File: src/rtl/sdram_port_arb_if.sv
// Client-side and controller-side bus bundle for the SDRAM port arbiter.
// The slave modport is the arbiter's view; the master modport is the surrounding system's view.
interface sdram_port_arb_if #(
  parameter int unsigned NUM_CH = 4,
  parameter int unsigned DW     = 16,
  parameter int unsigned AW     = 24
);
  logic                 init_done;
  logic [NUM_CH*DW-1:0] ch_wr_data;
  logic [NUM_CH*AW-1:0] ch_wr_addr;
  logic [NUM_CH-1:0]    ch_wr_valid;
  logic [NUM_CH-1:0]    ch_wr_ready;
  logic [NUM_CH*AW-1:0] ch_rd_addr;
  logic [NUM_CH-1:0]    ch_rd_avalid;
  logic [NUM_CH-1:0]    ch_rd_aready;
  logic [NUM_CH*DW-1:0] ch_rd_data;
  logic [NUM_CH-1:0]    ch_rd_valid;
  logic [NUM_CH-1:0]    ch_rd_ready;
  logic [DW-1:0]        m_wr_data;
  logic [AW-1:0]        m_wr_addr;
  logic                 m_wr_valid;
  logic                 m_wr_ready;
  logic [AW-1:0]        m_rd_addr;
  logic                 m_rd_avalid;
  logic                 m_rd_aready;
  logic [DW-1:0]        m_rd_data;
  logic                 m_rd_valid;
  logic                 m_rd_ready;
  logic                 err_orphan;

  modport slave (
    input  init_done, ch_wr_data, ch_wr_addr, ch_wr_valid, ch_rd_addr, ch_rd_avalid, ch_rd_ready,
    input  m_wr_ready, m_rd_aready, m_rd_data, m_rd_valid,
    output ch_wr_ready, ch_rd_aready, ch_rd_data, ch_rd_valid,
    output m_wr_data, m_wr_addr, m_wr_valid, m_rd_addr, m_rd_avalid, m_rd_ready, err_orphan
  );

  modport master (
    output init_done, ch_wr_data, ch_wr_addr, ch_wr_valid, ch_rd_addr, ch_rd_avalid, ch_rd_ready,
    output m_wr_ready, m_rd_aready, m_rd_data, m_rd_valid,
    input  ch_wr_ready, ch_rd_aready, ch_rd_data, ch_rd_valid,
    input  m_wr_data, m_wr_addr, m_wr_valid, m_rd_addr, m_rd_avalid, m_rd_ready, err_orphan
  );
endinterface

File: src/rtl/sdram_port_arb.sv
// Round-robin multiplexer of NUM_CH write/read client ports onto one SDRAM controller port,
// with a same-slot burst lock and an in-order tag FIFO that routes read data back to its channel.
module sdram_port_arb #(
  parameter int unsigned NUM_CH    = 4,
  parameter int unsigned DW        = 16,
  parameter int unsigned AW        = 24,
  parameter int unsigned MAX_OUTST = 4,
  parameter int unsigned MAX_BEATS = 4
) (
  input logic             clk,
  input logic             rst,
  sdram_port_arb_if.slave bus
);
  localparam int unsigned NS = 2 * NUM_CH;
  localparam int unsigned SW = $clog2(NS);
  localparam int unsigned CW = $clog2(NUM_CH);
  localparam int unsigned PW = $clog2(MAX_OUTST);
  localparam int unsigned BW = $clog2(MAX_BEATS + 1);

  localparam logic [1:0] IDLE = 2'd0;
  localparam logic [1:0] WR   = 2'd1;
  localparam logic [1:0] RD   = 2'd2;

  logic [1:0]    state_q;
  logic [SW-1:0] ptr_q, last_q;
  logic [BW-1:0] beat_q;
  logic [DW-1:0] wr_data_q;
  logic [AW-1:0] wr_addr_q, rd_addr_q;
  logic          wr_valid_q, rd_avalid_q;
  logic [CW-1:0] ch_q;
  logic          err_q;

  logic [CW-1:0] tag_mem [MAX_OUTST];
  logic [PW-1:0] tag_wr_q, tag_rd_q;
  logic [PW:0]   tag_cnt_q;
  logic          tag_full, tag_empty, tag_push, tag_pop;
  logic [CW-1:0] head;

  logic [NS-1:0] elig;
  logic          lock, found, grant, sel_rd;
  logic [SW-1:0] rr_sel, sel, sel_nxt;
  logic [CW-1:0] sel_ch;

  assign tag_full  = tag_cnt_q == (PW+1)'(MAX_OUTST);
  assign tag_empty = tag_cnt_q == '0;
  assign head      = tag_mem[tag_rd_q];

  // Even slots are channel writes, odd slots channel reads.
  always_comb begin
    for (int unsigned s = 0; s < NS; s++) begin
      elig[s] = bus.init_done &&
                ((s % 2 == 1) ? (bus.ch_rd_avalid[s/2] && !tag_full) : bus.ch_wr_valid[s/2]);
    end
  end

  always_comb begin
    found  = 1'b0;
    rr_sel = '0;
    for (int unsigned k = 0; k < NS; k++) begin
      if (!found && elig[(ptr_q + k) % NS]) begin
        found  = 1'b1;
        rr_sel = SW'((ptr_q + k) % NS);
      end
    end
    // beat_q == 0 only after reset, where there is no previous slot to hold on to.
    lock    = (beat_q != '0) && (beat_q < BW'(MAX_BEATS)) && elig[last_q];
    sel     = lock ? last_q : rr_sel;
    grant   = (state_q == IDLE) && (lock || found);
    sel_rd  = sel[0];
    sel_ch  = CW'(sel >> 1);
    sel_nxt = (sel == SW'(NS - 1)) ? '0 : sel + 1'b1;
  end

  always_comb begin
    bus.ch_wr_ready  = '0;
    bus.ch_rd_aready = '0;
    if (grant) begin
      if (sel_rd) bus.ch_rd_aready[sel_ch] = 1'b1;
      else        bus.ch_wr_ready[sel_ch]  = 1'b1;
    end
  end

  // Orphan data is swallowed so the controller never stalls on it.
  always_comb begin
    bus.ch_rd_valid = '0;
    if (!tag_empty) bus.ch_rd_valid[head] = bus.m_rd_valid;
    bus.m_rd_ready = tag_empty ? bus.m_rd_valid : bus.ch_rd_ready[head];
  end

  assign bus.ch_rd_data  = {NUM_CH{bus.m_rd_data}};
  assign tag_push        = (state_q == RD) && bus.m_rd_aready;
  assign tag_pop         = bus.m_rd_valid && !tag_empty && bus.ch_rd_ready[head];

  assign bus.m_wr_data   = wr_data_q;
  assign bus.m_wr_addr   = wr_addr_q;
  assign bus.m_wr_valid  = wr_valid_q;
  assign bus.m_rd_addr   = rd_addr_q;
  assign bus.m_rd_avalid = rd_avalid_q;
  assign bus.err_orphan  = err_q;

  always_ff @(posedge clk or posedge rst) begin
    if (rst) begin
      state_q     <= IDLE;
      ptr_q       <= '0;
      last_q      <= '0;
      beat_q      <= '0;
      ch_q        <= '0;
      wr_data_q   <= '0;
      wr_addr_q   <= '0;
      rd_addr_q   <= '0;
      wr_valid_q  <= 1'b0;
      rd_avalid_q <= 1'b0;
    end else begin
      case (state_q)
        IDLE: begin
          if (grant) begin
            last_q <= sel;
            ptr_q  <= sel_nxt;
            beat_q <= lock ? beat_q + 1'b1 : BW'(1);
            ch_q   <= sel_ch;
            if (sel_rd) begin
              rd_addr_q   <= bus.ch_rd_addr[sel_ch*AW +: AW];
              rd_avalid_q <= 1'b1;
              state_q     <= RD;
            end else begin
              wr_addr_q  <= bus.ch_wr_addr[sel_ch*AW +: AW];
              wr_data_q  <= bus.ch_wr_data[sel_ch*DW +: DW];
              wr_valid_q <= 1'b1;
              state_q    <= WR;
            end
          end
        end
        WR: begin
          if (bus.m_wr_ready) begin
            wr_valid_q <= 1'b0;
            state_q    <= IDLE;
          end
        end
        RD: begin
          if (bus.m_rd_aready) begin
            rd_avalid_q <= 1'b0;
            state_q     <= IDLE;
          end
        end
        default: state_q <= IDLE;
      endcase
    end
  end

  always_ff @(posedge clk or posedge rst) begin
    if (rst) begin
      tag_wr_q  <= '0;
      tag_rd_q  <= '0;
      tag_cnt_q <= '0;
      err_q     <= 1'b0;
    end else begin
      if (tag_push) tag_wr_q <= tag_wr_q + 1'b1;
      if (tag_pop)  tag_rd_q <= tag_rd_q + 1'b1;
      if (tag_push && !tag_pop)      tag_cnt_q <= tag_cnt_q + 1'b1;
      else if (!tag_push && tag_pop) tag_cnt_q <= tag_cnt_q - 1'b1;
      if (bus.m_rd_valid && tag_empty) err_q <= 1'b1;
    end
  end

  always_ff @(posedge clk) begin
    if (tag_push) tag_mem[tag_wr_q] <= ch_q;
  end
endmodule

File: src/flat_wrapper.sv
// flat-port wrapper written by rule: the top's interface ports become plain ports
module sdram_port_arb_flat 
#(
  parameter int unsigned NUM_CH    = 4,
  parameter int unsigned DW        = 16,
  parameter int unsigned AW        = 24,
  parameter int unsigned MAX_OUTST = 4,
  parameter int unsigned MAX_BEATS = 4
)
  (clk, rst, bus_init_done, bus_ch_wr_data, bus_ch_wr_addr, bus_ch_wr_valid, bus_ch_rd_addr, bus_ch_rd_avalid, bus_ch_rd_ready, bus_m_wr_ready, bus_m_rd_aready, bus_m_rd_data, bus_m_rd_valid, bus_ch_wr_ready, bus_ch_rd_aready, bus_ch_rd_data, bus_ch_rd_valid, bus_m_wr_data, bus_m_wr_addr, bus_m_wr_valid, bus_m_rd_addr, bus_m_rd_avalid, bus_m_rd_ready, bus_err_orphan);
  sdram_port_arb_if #(.NUM_CH(NUM_CH), .DW(DW), .AW(AW)) bus_i ();
  input logic clk;
  input logic rst;
  input wire logic [$bits(bus_i.init_done)-1:0] bus_init_done;
  input wire logic [$bits(bus_i.ch_wr_data)-1:0] bus_ch_wr_data;
  input wire logic [$bits(bus_i.ch_wr_addr)-1:0] bus_ch_wr_addr;
  input wire logic [$bits(bus_i.ch_wr_valid)-1:0] bus_ch_wr_valid;
  input wire logic [$bits(bus_i.ch_rd_addr)-1:0] bus_ch_rd_addr;
  input wire logic [$bits(bus_i.ch_rd_avalid)-1:0] bus_ch_rd_avalid;
  input wire logic [$bits(bus_i.ch_rd_ready)-1:0] bus_ch_rd_ready;
  input wire logic [$bits(bus_i.m_wr_ready)-1:0] bus_m_wr_ready;
  input wire logic [$bits(bus_i.m_rd_aready)-1:0] bus_m_rd_aready;
  input wire logic [$bits(bus_i.m_rd_data)-1:0] bus_m_rd_data;
  input wire logic [$bits(bus_i.m_rd_valid)-1:0] bus_m_rd_valid;
  output wire logic [$bits(bus_i.ch_wr_ready)-1:0] bus_ch_wr_ready;
  output wire logic [$bits(bus_i.ch_rd_aready)-1:0] bus_ch_rd_aready;
  output wire logic [$bits(bus_i.ch_rd_data)-1:0] bus_ch_rd_data;
  output wire logic [$bits(bus_i.ch_rd_valid)-1:0] bus_ch_rd_valid;
  output wire logic [$bits(bus_i.m_wr_data)-1:0] bus_m_wr_data;
  output wire logic [$bits(bus_i.m_wr_addr)-1:0] bus_m_wr_addr;
  output wire logic [$bits(bus_i.m_wr_valid)-1:0] bus_m_wr_valid;
  output wire logic [$bits(bus_i.m_rd_addr)-1:0] bus_m_rd_addr;
  output wire logic [$bits(bus_i.m_rd_avalid)-1:0] bus_m_rd_avalid;
  output wire logic [$bits(bus_i.m_rd_ready)-1:0] bus_m_rd_ready;
  output wire logic [$bits(bus_i.err_orphan)-1:0] bus_err_orphan;
  assign bus_i.init_done = bus_init_done;
  assign bus_i.ch_wr_data = bus_ch_wr_data;
  assign bus_i.ch_wr_addr = bus_ch_wr_addr;
  assign bus_i.ch_wr_valid = bus_ch_wr_valid;
  assign bus_i.ch_rd_addr = bus_ch_rd_addr;
  assign bus_i.ch_rd_avalid = bus_ch_rd_avalid;
  assign bus_i.ch_rd_ready = bus_ch_rd_ready;
  assign bus_i.m_wr_ready = bus_m_wr_ready;
  assign bus_i.m_rd_aready = bus_m_rd_aready;
  assign bus_i.m_rd_data = bus_m_rd_data;
  assign bus_i.m_rd_valid = bus_m_rd_valid;
  assign bus_ch_wr_ready = bus_i.ch_wr_ready;
  assign bus_ch_rd_aready = bus_i.ch_rd_aready;
  assign bus_ch_rd_data = bus_i.ch_rd_data;
  assign bus_ch_rd_valid = bus_i.ch_rd_valid;
  assign bus_m_wr_data = bus_i.m_wr_data;
  assign bus_m_wr_addr = bus_i.m_wr_addr;
  assign bus_m_wr_valid = bus_i.m_wr_valid;
  assign bus_m_rd_addr = bus_i.m_rd_addr;
  assign bus_m_rd_avalid = bus_i.m_rd_avalid;
  assign bus_m_rd_ready = bus_i.m_rd_ready;
  assign bus_err_orphan = bus_i.err_orphan;
  sdram_port_arb #(.NUM_CH(NUM_CH), .DW(DW), .AW(AW), .MAX_OUTST(MAX_OUTST), .MAX_BEATS(MAX_BEATS)) u_core (.clk(clk), .rst(rst), .bus(bus_i));
endmodule
File: config.mk
export PLATFORM = sky130hd
export DESIGN_NAME = sdram_port_arb_flat
export DESIGN_NICKNAME = d
export VERILOG_FILES = /design/src/rtl/sdram_port_arb_if.sv /design/src/rtl/sdram_port_arb.sv /design/src/flat_wrapper.sv
export SDC_FILE = /design/constraint.sdc
export NUM_CORES = 1
export LEC_CHECK = 0
export ABC_CLOCK_PERIOD_IN_PS = 4600
export BUFFER_PORTS_ARGS = -buffer_cell sky130_fd_sc_hd__buf_4
export CELL_PAD_IN_SITES_DETAIL_PLACEMENT = 0
export CELL_PAD_IN_SITES_GLOBAL_PLACEMENT = 1
export CORE_AREA = 5 5 168 170
export DETAILED_ROUTE_END_ITERATION = 6
export DIE_AREA = 0 0 173 175
export MAX_ROUTING_LAYER = met4
export PLACE_DENSITY = 0.75
export SLEW_MARGIN = 20
export SYNTH_ARGS = -nofsm -noshare
export SYNTH_HDL_FRONTEND = slang
export SYNTH_SLANG_ARGS = --single-unit
File: constraint.sdc
create_clock -name clk -period 4.6 [get_ports clk]
set_input_delay 0.46 -clock clk [delete_from_list [all_inputs] [get_ports clk]]
set_output_delay 0.46 -clock clk [all_outputs]
set_load 0.05 [all_outputs]
==> key figures, run 1 <==
Timing
  • Final min period: 4340 ps
  • Max Clk Rate: 230 MHz
  • Final Skew: 15.5 ps
  • Hold slack: 213 ps
  • Final hold violation count: 0
  • Final setup fails: 0
  • Fin crit share: 94.4%
  • Fin worst setup slack: 258 ps
  • RSZ-0062 raised after global routing: false
  • Slew Viols, Final: 0
  • Least-Margin Pin Slew: 736 ps
  • Rel. slew slack: 51.0%

Layout
  • Nets: 1327
  • Layout cells sized above 1: 44.8%
  • Reg area: 2370 µm²
  • Area delta synth->final: 39.9%
  • Area of the multi-input gates: 3960 µm²
  • Fill cells: 2719
  • Final cell count without fillers: 1372
  • Utilization after layout: 37.6%
  • Ant diodes: 0

Floorplanning
  • Core footprint: 26600 µm²
  • Chip Height: 175 µm
  • Die W: 173 µm
  • I/O pins: 434
  • Die Footprint: 30300 µm²
  • Core Rows: 60
  • Starting Density: 26.9%

Clocking
  • Skew-Pair Late Insertion Delay: 350 ps
  • Deepest clock path buffer count: 2
  • H-tree depth: 3
  • CTS buffer count: 9
  • CTS tree: built
  • CTS Sinks: 93
  • Clock Pin Slew Worst Setup and Hold Paths: 80 ps
  • Root buffer cell: clkbuf_16

Place
  • DP HPWL: 21700 µm
  • Pre-CTS setup slack: 186 ps
  • IO buf count: 353
  • Dpl cells: 1354
  • Routability cong.: 0.906

Worst setup path
  • Reg-to-reg endpoint: u_core.bus.m_rd_addr[14]
  • Critical path arrival: 3880 ps
  • R2R Setup Slk: 560 ps
  • WP data required: 4140 ps
  • Slowest-stage cell, CP: ha_4
  • Worst-path cell chain: inv_1, ha_4, mux2i_1, mux2i_1, a221oi_2, buf_4, mux2i_1, a2111oi_2, o22ai_1, a21boi_4, buf_12, and2_1, buf_4
  • Critical path fanouts, max: 51
  • Most common cell on crit path: mux2i_1
  • R2r worst-path depth: 15
  • Startpoint types: flop
  • Crit Path Category: flop to output pin
  • Crit end category: output pin
  • Max incr delay on CP: 390 ps
  • Worst reg2reg startpoint: u_core.ptr_q[0]

Yosys
  • Synth Area in Adders: 2.03%
  • XOR/XNOR share of the synthesized area: 1.33%
  • Post-synthesis cell type count: 73
  • Syn avg cell area: 9.52 µm²
  • Seq cells post-synth: 93
  • Largest family of logic cells by synthesized area: compound AO/OA/AOI/OAI gates
  • Simple-Gate Fraction of Synth Area: 11.7%
  • Ys async rst share: 91.4%
  • Mux share of post-synthesis cell area: 19.4%
  • Number of flops mapped to enable cells by yosys: 8
  • Mapped Area: 7140 µm²
  • Synth Area in Compound Gates: 19.9%
  • Post-Syn Instances: 750
  • Sequential element share of the synthesized area: 33.2%
  • Ys Warns: 0
  • Post-Syn Nets: 1051
  • Primary FF master, synth: dfrtp_1

Global route
  • Vias in the first global route: 7161
  • Initial antenna violation count: 0
  • GRT overflow: 0
  • First-pass GRT wire length: 41200 µm
  • GRT Total Usage: 17.7%
  • Largest net degree at the start of global routing: 57

Routing
  • First-pass DRT Iterations: 7
  • Number of nets with antenna violations after routing: 0
  • Final wirelength: 27500 µm
  • Drt wl/cell: 20.1 µm
  • Initial DRC Count: 422
  • # DRC: 0
  • Vias: 6832
  • Routed vias/inst: 4.98

Worst hold path
  • Hold WC Path Type: input port to asynchronous set/reset pin

Status
  • Status: finished, final reports clean

Run
  • Max cap viols: 0
-- kinds of logic (layout without fill, tap and decap cells) --
logic type	after synthesis	count (layout)
adders and majority gates	11	11
muxes	125	125
AOI/OAI and AO/OA	201	201
xor gates and xnor gates	10	10
DFF	93	93
and+or+nand+nor	178	178
buffers and inverters	132	413
-- per-stage QoR --
step / cell area (µm²) / setup TNS [ps]
after floorplan: 7150 / -773
after CTS: 9950 / 0
after global placement: 9650 / 0
after detailed placement: 9660 / 0
final: 9990 / 0
after global routing: 9990 / 0
-- timing repair --
item | CTS | global route
gates resized for setup | 2 | 5
setup endpoints to repair | 7 | 7
pin swaps | 1 | 0
buffers inserted | 1 | 1
hold buffers | 0 | 0
-- layer usage --
metal  vias to the layer above  GRT usage, %  share of wire [%]
met1                      3268          21.9                 42
met3                        28          3.20                5.6
li1                       3258             -                  -
met4                         0          4.79                1.6
met2                       278          29.7                 51
met5                         -             -                  0
-- layout make-up --
cell class / instances / area share, %
flip-flops and latches: 93 / 23.7
clock inverters: 7 / 0.576
repair buffers: 382 / 29.0
well taps: 341 / 4.27
clock buffers: 9 / 2.25
inverters: 15 / 0.589
multi-input cells: 525 / 39.7
-- synth_stat cells (all sizes together) (3+ instances only) --
master / number / area (µm²)
nor3: 16 / 80.1
dfrtp: 85 / 2130
mux2: 46 / 556
nor4: 4 / 31.3
o21ai: 12 / 63.8
nor3b: 3 / 32.5
clkbuf: 13 / 50.0
mux4: 3 / 67.6
nand3: 9 / 45.0
nor2b: 6 / 37.5
nand2b: 5 / 31.3
a22oi: 4 / 62.6
o2bb2ai: 25 / 219
a32o: 3 / 30.0
a21oi: 41 / 216
a21o: 5 / 37.5
buf: 104 / 787
xor2: 3 / 33.8
and2: 9 / 56.3
xnor2: 7 / 61.3
a22o: 3 / 27.5
mux2i: 76 / 761
nor2: 22 / 82.6
a221oi: 3 / 38.8
nand3b: 4 / 30.0
inv: 14 / 52.6
and3: 5 / 31.3
o22ai: 42 / 263
nand2: 90 / 338
a31oi: 36 / 225
o32ai: 9 / 78.8
ha: 10 / 125
edfxtp: 8 / 240
-- worst max path at each step --
stage / slack (ps) / end / start / cells past startpoint
after floorplan: -390 / bus_ch_rd_aready[1] / u_core.ptr_q[1] / 17
after global placement: 280 / bus_ch_rd_aready[1] / u_core.ptr_q[0] / 12
after detailed placement: 190 / bus_ch_rd_aready[1] / u_core.ptr_q[0] / 12
after CTS: 40 / bus_ch_rd_aready[1] / u_core.ptr_q[0] / 12
after global routing: 40 / bus_ch_wr_ready[2] / u_core.ptr_q[0] / 13
final: 260 / bus_ch_wr_ready[2] / u_core.ptr_q[0] / 13
-- critical path: cells and delay by family (launching register included) --
family          cells  cell delay [ps]
fa+ha+maj           1              390
flops               1              350
buf+inv             4              800
mux                 3              570
simple gates        1              190
compound gates      4             1210
-- cell usage in the layout (no fill, tap or decap), drive strengths merged, types with 4 or more instances in the layout --
| cell | count |
|---|---|
| o32ai | 9 |
| clkbuf | 9 |
| a22oi | 4 |
| xnor2 | 7 |
| and2 | 9 |
| buf | 382 |
| o21ai | 12 |
| mux2 | 46 |
| and3 | 5 |
| nor3 | 16 |
| ha | 10 |
| inv | 18 |
| nand2 | 90 |
| nand2b | 5 |
| nor4 | 4 |
| a21o | 5 |
| o2bb2ai | 25 |
| dfrtp | 85 |
| edfxtp | 8 |
| a31oi | 36 |
| a21oi | 41 |
| o22ai | 42 |
| nand3b | 4 |
| mux2i | 76 |
| nor2 | 22 |
| nor2b | 6 |
| nand3 | 9 |
-- flip-flops by register name, indices dropped and copies added (netlist names) --
signal                  count
u_core.bus.m_wr_data       16
u_core.state_q              2
u_core.bus.m_wr_valid       1
u_core.tag_wr_q             2
u_core.bus.m_wr_addr       24
u_core.tag_cnt_q            3
u_core.bus.m_rd_avalid      1
u_core.ch_q                 1
u_core.last_q               2
u_core.bus.m_rd_addr       24
u_core.bus.err_orphan       1
u_core.beat_q               3
u_core.tag_rd_q             2
u_core.tag_mem              8
u_core.ptr_q                3
Power of run 1 is not shown: default switching activity piles up to over one toggle a cycle in this logic, so the estimate is an artifact.
==> run 2, diff against run 1 <==
- ABC_CLOCK_PERIOD_IN_PS: 4600 -> 4400
- CORE_AREA: 5 5 168 170 -> 2 2 169 171
- DIE_AREA: 0 0 173 175 -> 0 0 171 173
- PLACE_DENSITY: 0.75 -> 0.72
- clock period: 4.6 -> 4.4 ns (I/O delays scaled with it)
==> run 2 against run 1 <==
Compared with the run above: register-to-register slack worse by 80 ps; clock skew up 5.4 ps; worst hold slack worse by 55 ps; largest cell class unchanged.
==> key figures, run 2 (synthesized netlist as in run 1, its figures left out) <==
Floorplanning
  • I/O pins: 434
  • Core footprint: 27600 µm²
  • Die W: 171 µm
  • Die Footprint: 29600 µm²
  • Starting Density: 25.8%
  • Chip Height: 173 µm
  • Core Rows: 61

Clocking
  • Deepest clock path buffer count: 2
  • CTS Sinks: 93
  • CTS tree: built
  • CTS Hold Bufs: 0
  • CTS buffer count: 9
  • H-tree depth: 3
  • Clock Pin Slew Worst Setup and Hold Paths: 70 ps
  • Skew-Pair Late Insertion Delay: 370 ps
  • Root buffer cell: clkbuf_16

Timing
  • Rel. slew slack: 56.7%
  • Fin worst setup slack: 187 ps
  • Slew Viols, Final: 0
  • Max Clk Rate: 237 MHz
  • Final min period: 4210 ps
  • Sum Neg Setup Slack: 0 ps
  • Fin crit share: 95.8%
  • Final setup fails: 0
  • Least-Margin Pin Slew: 650 ps
  • Final hold violation count: 0
  • Final Skew: 20.9 ps

Worst setup path
  • R2r worst-path depth: 13
  • WP data required: 3960 ps
  • Crit Path Category: flop to output pin
  • Startpoint types: flop
  • Reg-to-reg endpoint: u_core.bus.m_wr_data[0]
  • Setup crit end: bus_ch_wr_ready[3]
  • Critical path fanouts, max: 36
  • Crit end category: output pin
  • R2R Setup Slk: 480 ps
  • Worst reg2reg startpoint: u_core.ptr_q[1]
  • Launch point of the worst path: u_core.ptr_q[0]
  • Critical path arrival: 3770 ps

Layout
  • Layout cells sized above 1: 45.8%
  • Utilization after layout: 36.7%
  • Area of the multi-input gates: 4010 µm²
  • Fill cells: 2891
  • Area delta synth->final: 42.1%
  • Commonest non-fill, non-tap cell in the layout: buf_4
  • Reg area: 2370 µm²
  • Nets: 1325
  • Commonest cells after routing, fill and taps aside: 375 x buf_4, 90 x nand2_1, 84 x dfrtp_1

Place
  • Routability cong.: 0.897
  • DP HPWL: 21000 µm
  • Pre-CTS setup slack: -0.623 ps
  • IO buf count: 353

Global route
  • First-pass GRT wire length: 40300 µm
  • Vias in the first global route: 6818
  • GRT Total Usage: 18.3%
  • Largest net degree at the start of global routing: 61
  • GRT overflow: 0
  • Initial antenna violation count: 1

Routing
  • Initial DRC Count: 371
  • Vias: 6797
  • Number of nets with antenna violations after routing: 0
  • Drt wl/cell: 19.1 µm
  • First-pass DRT Iterations: 5
  • # DRC: 0
  • Final wirelength: 26900 µm
  • Routed vias/inst: 4.82

Status
  • Status: finished, final reports clean

Worst hold path
  • Hold WC Path Type: input port to asynchronous set/reset pin

Run
  • Max cap viols: 0
==> run 2: cell count changes in the layout (fill, tap and decap cells not counted), moves of 2 or more <==
cell | before | now
o32ai_2 | 1 | 4
o32ai_1 | 8 | 5
inv_6 | 0 | 2
inv_4 | 3 | 1
diode_2 | 0 | 2
buf_4 | 380 | 375
buf_12 | 2 | 5
clkinvlp_4 | 3 | 1
nor2_2 | 1 | 3
mux2i_2 | 0 | 4
mux2i_1 | 76 | 72
==> run 2: worst max-delay path, stage by stage (launching register included) <==
cell,delay [ps]
dfrtp_1,350
inv_1,90
ha_4,400
mux2i_1,360
o32ai_1,200
a21oi_1,290
a22o_2,220
nand2_1,90
or4_1,510
a21boi_4,180
inv_2,140
buf_12,210
and2_1,160
buf_4,190
==> run 2: worst min path at each step <==
| stage | start | end |
|---|---|---|
| 2_1_floorplan | u_core.beat_q[2] | u_core.beat_q[2] |
| 3_3_place_gp | u_core.bus.err_orphan | u_core.bus.err_orphan |
| 3_5_place_dp | u_core.bus.err_orphan | u_core.bus.err_orphan |
| 4_1_cts | rst | u_core.bus.m_rd_addr[4] |
| 5_1_grt | rst | u_core.bus.m_rd_addr[15] |
| 6_report | rst | u_core.bus.m_rd_addr[17] |
==> run 2: area by class of cell <==
class                           count  share of cell area [%]
Sequential cell                    93                    23.4
Timing Repair Buffer              380                    28.7
Multi-Input combinational cell    525                    39.5
Inverter                           15                   0.580
Clock inverter                      7                   0.851
Antenna cell                        2                  0.0493
Tap cell                          378                    4.66
Clock buffer                        9                    2.22
==> run 2: what timing repair did <==
| action | CTS | global route |
|---|---|---|
| resized for setup | 4 | 16 |
| pin swaps | 0 | 1 |
| setup endpoints to repair | 8 | 8 |
| setup buffers | 4 | 0 |
==> run 2: metrics by stage <==
step	std cells	hold slack [ps]	cell area (µm²)
after floorplan	750	439	7150
after global placement	1387	443	9700
after detailed placement	1387	447	9700
after CTS	1407	201	10100
after global routing	1408	219	10100
final	1409	158	10100
==> run 2: routing by layer <==
layer | global-route usage (%) | share of wire, % | vias to the layer above
met1 | 22.4 | 42 | 3229
met3 | 4.92 | 6.9 | 26
met4 | 4.66 | 1.9 | 0
met5 | - | 0 | -
li1 | - | - | 3275
met2 | 29.6 | 49 | 267
Power of run 2 is left out for the same reason.
